[config.mk]
export PLATFORM = sky130hd
export DESIGN_NAME = fx_tx_encoder
export DESIGN_NICKNAME = d
export VERILOG_FILES = /design/src/rtl/fx_pcs_pkg.sv /design/src/rtl/fx_4b5b_enc.sv /design/src/rtl/fx_tx_encoder.sv
export SDC_FILE = /design/constraint.sdc
export NUM_CORES = 1
export LEC_CHECK = 0
export BUFFER_PORTS_ARGS = -buffer_cell sky130_fd_sc_hd__buf_4
export CAP_MARGIN = 15
export CORE_AREA = 2 2 39 41
export CTS_CLUSTER_SIZE = 14
export DETAILED_ROUTE_END_ITERATION = 7
export DIE_AREA = 0 0 41 43
export PLACE_DENSITY = 0.67
export SYNTH_ARGS = -nofsm -noshare
export SYNTH_HDL_FRONTEND = slang
export SYNTH_SLANG_ARGS = --single-unit
[constraint.sdc]
create_clock -name i_clk -period 2.4 [get_ports i_clk]
set_clock_uncertainty 0.05 [all_clocks]
set_input_delay 0 -clock i_clk [delete_from_list [all_inputs] [get_ports i_clk]]
set_output_delay 0 -clock i_clk [all_outputs]
set_load 0.05 [all_outputs]
[src/rtl/fx_pcs_pkg.sv]
// rtl/fx_pcs_pkg.sv - 100BASE-X PCS transmit constants, FSM states and 4B/5B table
// Contents:
//   SYM_I/J/K/T/R/H : 5-bit control code-groups, MSB transmitted first
//   BIT_LAST        : bit counter value marking the symbol boundary cycle
//   fx_tx_state_e   : transmit FSM state enumeration
//   ENC_TABLE       : 4B/5B data code-groups indexed by nibble value
package fx_pcs_pkg;

    localparam logic [4:0] SYM_I = 5'b11111;
    localparam logic [4:0] SYM_J = 5'b11000;
    localparam logic [4:0] SYM_K = 5'b10001;
    localparam logic [4:0] SYM_T = 5'b01101;
    localparam logic [4:0] SYM_R = 5'b00111;
    localparam logic [4:0] SYM_H = 5'b00100;

    localparam logic [2:0] BIT_LAST = 3'd4;

    typedef enum logic [2:0] {
        ST_IDLE  = 3'd0,
        ST_SSD_J = 3'd1,
        ST_SSD_K = 3'd2,
        ST_DATA  = 3'd3,
        ST_ESD_T = 3'd4,
        ST_ESD_R = 3'd5
    } fx_tx_state_e;

    // Packed so that ENC_TABLE[nibble] selects the code-group; listed F down to 0.
    localparam logic [15:0][4:0] ENC_TABLE = {
        5'b11101, 5'b11100, 5'b11011, 5'b11010,
        5'b10111, 5'b10110, 5'b10011, 5'b10010,
        5'b01111, 5'b01110, 5'b01011, 5'b01010,
        5'b10101, 5'b10100, 5'b01001, 5'b11110
    };

endpackage

[src/rtl/fx_4b5b_enc.sv]
// rtl/fx_4b5b_enc.sv - combinational 4B/5B data encoder with error substitution
// Ports:
//   nib  : data nibble from the MAC
//   err  : transmit error; substitutes /H/ for the data code-group
//   code : 5-bit code-group, MSB transmitted first
module fx_4b5b_enc
    import fx_pcs_pkg::*;
(
    input  logic [3:0] nib,
    input  logic       err,
    output logic [4:0] code
);

    assign code = err ? SYM_H : ENC_TABLE[nib];

endmodule

[src/rtl/fx_tx_encoder.sv]
// rtl/fx_tx_encoder.sv - 100BASE-X PCS transmit: framing FSM, 4B/5B, serializer, NRZI
// Ports:
//   i_clk       : 125 MHz bit clock, rising edge
//   i_res_n     : asynchronous active-low reset
//   i_tx_en     : MII TX_EN, sampled only in symbol boundary cycles
//   i_tx_er     : MII TX_ER, forces /H/ in place of a data code-group
//   i_txd       : MII TXD nibble
//   o_nib_ack   : strobe, i_txd/i_tx_er consumed this cycle
//   o_sym_start : strobe in the last bit cycle of every symbol (25 MHz)
//   o_txdata    : registered NRZI serial line data
module fx_tx_encoder
    import fx_pcs_pkg::*;
(
    input  logic       i_clk,
    input  logic       i_res_n,
    input  logic       i_tx_en,
    input  logic       i_tx_er,
    input  logic [3:0] i_txd,
    output logic       o_nib_ack,
    output logic       o_sym_start,
    output logic       o_txdata
);

    fx_tx_state_e state, state_next;
    logic [2:0]   bit_cnt;
    logic [4:0]   shift;
    logic [4:0]   next_sym;
    logic [4:0]   data_code;
    logic         boundary;

    assign boundary = (bit_cnt == BIT_LAST);

    fx_4b5b_enc u_enc (
        .nib  (i_txd),
        .err  (i_tx_er),
        .code (data_code)
    );

    always_ff @(posedge i_clk or negedge i_res_n) begin
        if (!i_res_n) begin
            state <= ST_IDLE;
        end else begin
            state <= state_next;
        end
    end

    // Decisions are taken only in boundary cycles; the inputs are don't-care elsewhere.
    always_comb begin
        state_next = state;
        if (boundary) begin
            case (state)
                ST_IDLE:           state_next = i_tx_en ? ST_SSD_J : ST_IDLE;
                ST_SSD_J:          state_next = ST_SSD_K;
                ST_SSD_K, ST_DATA: state_next = i_tx_en ? ST_DATA : ST_ESD_T;
                ST_ESD_T:          state_next = ST_ESD_R;
                ST_ESD_R:          state_next = ST_IDLE;
                default:           state_next = ST_IDLE;
            endcase
        end
    end

    // next_sym is only consumed in boundary cycles; nib_ack is qualified explicitly.
    always_comb begin
        o_sym_start = boundary;
        o_nib_ack   = 1'b0;
        next_sym    = SYM_I;
        case (state)
            ST_IDLE:  next_sym = i_tx_en ? SYM_J : SYM_I;
            ST_SSD_J: next_sym = SYM_K;
            ST_SSD_K, ST_DATA: begin
                if (i_tx_en) begin
                    next_sym  = data_code;
                    o_nib_ack = boundary;
                end else begin
                    next_sym  = SYM_T;
                end
            end
            ST_ESD_T: next_sym = SYM_R;
            ST_ESD_R: next_sym = SYM_I;
            default:  next_sym = SYM_I;
        endcase
    end

    // The shift register is reloaded instead of shifted in the boundary cycle, so
    // shift[4] walks through bits 0..4 while bit_cnt runs 0..4.
    always_ff @(posedge i_clk or negedge i_res_n) begin
        if (!i_res_n) begin
            bit_cnt  <= 3'd0;
            shift    <= SYM_I;
            o_txdata <= 1'b0;
        end else begin
            o_txdata <= o_txdata ^ shift[4];
            if (boundary) begin
                bit_cnt <= 3'd0;
                shift   <= next_sym;
            end else begin
                bit_cnt <= bit_cnt + 3'd1;
                shift   <= {shift[3:0], 1'b0};
            end
        end
    end

endmodule

# Yosys cells after proc, flatten, opt, wreduce, memory -nomap -nowiden
# Memory sizes are Yosys's and may differ from the RTL's.
# Cells that the tools add are included.
# op_classes
n_addsub	1
order_cmp	1
eq_ne	5
n_mux	12
bitwise	1
reduce_logical	2
# ops
op	n
$mux W5	4
$pmux W5 S4	1
$pmux W3 S4	1
$mux W3	3
$eq A3 B2 Y1 const B	2
$eq A3 B3 Y1 const B	2
$lt A4 B5 Y1 const B	1
$add A3 B1 Y3 const B	1
$eq A3 B1 Y1 const B	1
$logic_not A3 Y1	1
$mux W1	3
$reduce_or A2 Y1	1
$xor A1 B1 Y1	1
# word_totals
regBits	12
rom_bits	80
memories	1
# memory_table
memory	depth	word_bits	rd	rd_clocked_by_memory_dff	write_ports	line	text
(no name shown)	16	5	1	0	0	fx_4b5b_enc.sv:14	assign code = err ? SYM_H : ENC_TABLE[nib];

# Longest topological paths before layout
# logic_depth
depth_word	6
mapped_depth	6
ltp_nobuf	6

# Cells and area by module
# Synthesis repeated with hierarchy kept, for this count alone.
# hier_totals
hier_cells	67
hier_area_um2	646.9
# by_module_without_submodules
module	n_inst	cells_per_inst	area_each_um2	seq_area_each_um2
fx_tx_encoder	1	54	571.8	306.5
fx_4b5b_enc	1	13	75.1	0.0

# Worst setup path after synthesis
# OpenSTA, ideal clock, no wires.
# synth_timing
path_kind	register to output
start	reg bit_cnt[0]
end	out o_nib_ack
arrival_ps	1815
required_ps	2350
slack_ps	535
path_stages_with_launch	5
path_buffers	0
cell_sequence	dfrtp_1 -> inv_1 -> ha_1 -> nand2_2 -> nor3_1
# synth_via
elab_chain_len	3
# synth_rtl
element	line	text
start: declaration	fx_tx_encoder.sv:25	logic [2:0] bit_cnt;
start signal: assignment	fx_tx_encoder.sv:97	bit_cnt <= bit_cnt + 3'd1;
$eq A3 B3 Y1	fx_tx_encoder.sv:31	assign boundary = (bit_cnt == BIT_LAST);
$mux W1	fx_tx_encoder.sv:71	if (i_tx_en) begin
$mux W1	fx_tx_encoder.sv:67	case (state)
end: declaration	fx_tx_encoder.sv:19	output logic o_nib_ack,
# Every way passes these cells.

# Worst setup path after layout
# layout_timing
start	reg bit_cnt[0]
end	out o_sym_start
# layout_via
elab_chain_len	1
# layout_rtl
element	line	text
$eq A3 B3 Y1	fx_tx_encoder.sv:31	
end: declaration	fx_tx_encoder.sv:20	output logic o_sym_start,
# Every way passes these cells.

==> impl_metrics.csv <==
group,metric,value,unit
timing,rsz0062_at_grt,"false",
placement,dp_hpwl,892,um
clock_network,numClockSinks,12,
logic_synthesis,synth_fp_nets,77,
floorplanning,start_util,46.5,%
logic_synthesis,synth_seq_cells,12,
critical_path,worstPathCellList,"inv_1 -> ha_1 -> nand2_2 -> clkinv_1 -> buf_4",
global_routing,antenna_found_initial,0,
layout,n_antenna_cell,0,
layout,final_util,57.3,%
logic_synthesis,syn_inst,67,
timing,hold_viol,0,
timing,fmax,618,MHz
floorplanning,rows,14,
flow_run,drv_cap,0,
layout,num-nets-final,95,
pwr,power_per_cell_area,904,mW/mm^2
clock_network,hold_buffers,4,
floorplanning,die_y,43,um
clock_network,cts_buffer_depth,2,
timing,setup_tns,0,ns
timing,slew_headroom,80.2,%
global_routing,grt_pass1_vias,532,
critical_path,worstRegToRegCells,3,
clock_network,htree_levels,1,
layout,drive_gt1_share,28.6,%
critical_path,path_depth,5,
route,drtIter0Drc,6,
logic_synthesis,synth_ff_type,"dfrtp_1",
logic_synthesis,yosys_warnings,0,
clock_network,root_buffer,"clkbuf_4",
floorplanning,ios,11,
logic_synthesis,ys_seq_area_share,47.7,%
clock_network,cts_setup_buffers,0,
timing,finalCritPeriodShare,67.4,%
logic_synthesis,syn_area,643,sq um
critical_path,crit_type,"flip-flop to output pin",
critical_path,cp_slowest_cell,"dfrtp_1",
timing,min_period,1.62,ns
route,first_pass_iters,4,
logic_synthesis,synthArstFlopShare,100,%
hold_path,whs_path_depth,4,
placement,pre_cts_ws,0.971,ns
pwr,vdd_ir_drop_max,0.000537,V
floorplanning,core_region_area,0.00138,sq mm
timing,slew_viol_final,0,
logic_synthesis,yosysTopAreaCellShare,27.2,%
timing,fin_ws,0.783,ns
logic_synthesis,syn_area_per_cell,9.60,sq um
timing,tightest_slew,0.297,ns
outcome,outcome,"finished, final reports clean",
route,routed_wl,1200,um
hold_path,worst_hold_path_type,"primary input to flip-flop",
logic_synthesis,synth_edf_count,0,
critical_path,cp_max_fo,10,
logic_synthesis,synthTopCellsByArea,"dfrtp_1 27%, dfstp_2 20%, nor2_1 5.8%, a21oi_1 4.7%, ha_1 3.9%",
clock_network,path_clk_slew,0.07,ns
timing,setup_viol,0,
clock_network,cts_tree,"yes",
critical_path,critPathBufInv,3,
floorplanning,die-area,0.00176,sq mm
placement,numPortBuffers,10,
clock_network,numCtsBuffers,3,
floorplanning,die_w,41,um
global_routing,grt-ovfl-total,0,
global_routing,grt_pass1_wl,2100,um
placement,routabilityCongestion,0.806,
route,vias_per_cell,5.26,
critical_path,cpPeakStageDelay,0.37,ns
critical_path,start_kind,"flip-flop",
clock_network,cts.repair.resized,0,
pwr,p_leak,0.359,nW
route,ant_nets,0,
clock_network,clk-insertion-delay-late,0.27,ns
logic_synthesis,yosysTopAreaCell,"dfrtp_1",
critical_path,required,2.35,ns
layout,final_cell_mix,"10 x nor2_1, 10 x buf_4, 7 x dfrtp_1",
critical_path,worstSetupEndpointType,"output pin",
critical_path,arrival,1.57,ns
logic_synthesis,yosysUniqueCellTypes,27,
critical_path,crit_family,"buffers and inverters",
critical_path,r2r_slack,0.88,ns
route,avgRoutedWirePerCell,12.0,um
global_routing,grtUsageTotal,18.2,%
layout,area_growth,23.3,%
route,vias,526,
global_routing,grt_max_degree,13,
route,drc,0,
-- flip-flops by register name (all words and copies together) (netlist names) --
| signal | cells |
|---|---|
| o_txdata | 1 |
| bit_cnt | 3 |
| shift | 5 |
| state | 3 |
-- power by group --
part | internal [mW] | total (mW) | switching, mW
combinational | 0.124 | 0.285 | 0.161
clock | 0.0642 | 0.126 | 0.0617
sequential | 0.250 | 0.307 | 0.0563
total | 0.439 | 0.717 | 0.279
-- layer usage --
layer	routed length, um	vias up	global-route usage [%]	part of all wire, %
li1	-	269	-	-
met1	521	237	22.6	43
met2	601	18	27.5	50
met3	57	2	1.57	4.8
met4	19	0	14.0	1.6
met5	0	-	0	0
-- area by class of cell --
| type | count | area (sq um) |
|---|---|---|
| clock buffers | 4 | 26.3 |
| repair buffers | 14 | 115 |
| inverters | 6 | 22.5 |
| flip-flops and latches | 12 | 307 |
| multi-input cells | 48 | 303 |
| fillers | 137 | 591 |
| well taps | 16 | 20.0 |
-- worst min-delay path: stages --
cell and delay [ns]:
buf_4 0.10, nand3_1 0.06, o311ai_1 0.08, a21oi_1 0.07
-- cells by family (layout without fill, tap and decap cells) --
logic type,after synthesis,after routing,share of synthesized area [%]
simple gates,23,23,19.3
compound gates,20,20,19.5
flops,12,12,47.7
buf+inv,7,24,5.25
fa+ha+maj,2,2,3.89
xor+xnor,2,2,2.72
mux,1,1,1.75
-- path summary, 6_finish.rpt --
| kind | from | endpoint |
|---|---|---|
| setup / recovery | bit_cnt[0] | o_sym_start |
| hold / removal | i_txd[2] | shift[1] |
| setup reg to reg | state[1] | shift[0] |
| hold reg to reg | o_txdata | o_txdata |
| max in group asynchronous | i_res_n | shift[1] |
| min in group asynchronous | i_res_n | bit_cnt[2] |
-- metrics by stage --
stage	instances	power (mW)	hold slack, ns	area [sq um]
floorplan	67	0.523	-0.346	643
global placement	92	0.586	-0.205	727
detailed placement	92	0.589	-0.203	727
CTS	100	0.726	0.00385	793
global route	100	0.775	0.0485	793
finish	100	0.717	0.00905	793
-- synth_stat cells, drive strengths merged (2+ instances only) --
cell type and count:
nor2 11, dfrtp 7, a21oi 6, dfstp 5
inv 5, o21ai 5, nand2 4, a31oi 3
o31ai 3, ha 2, nand2b 2, nor3 2
(Power assumes the default switching activity.)
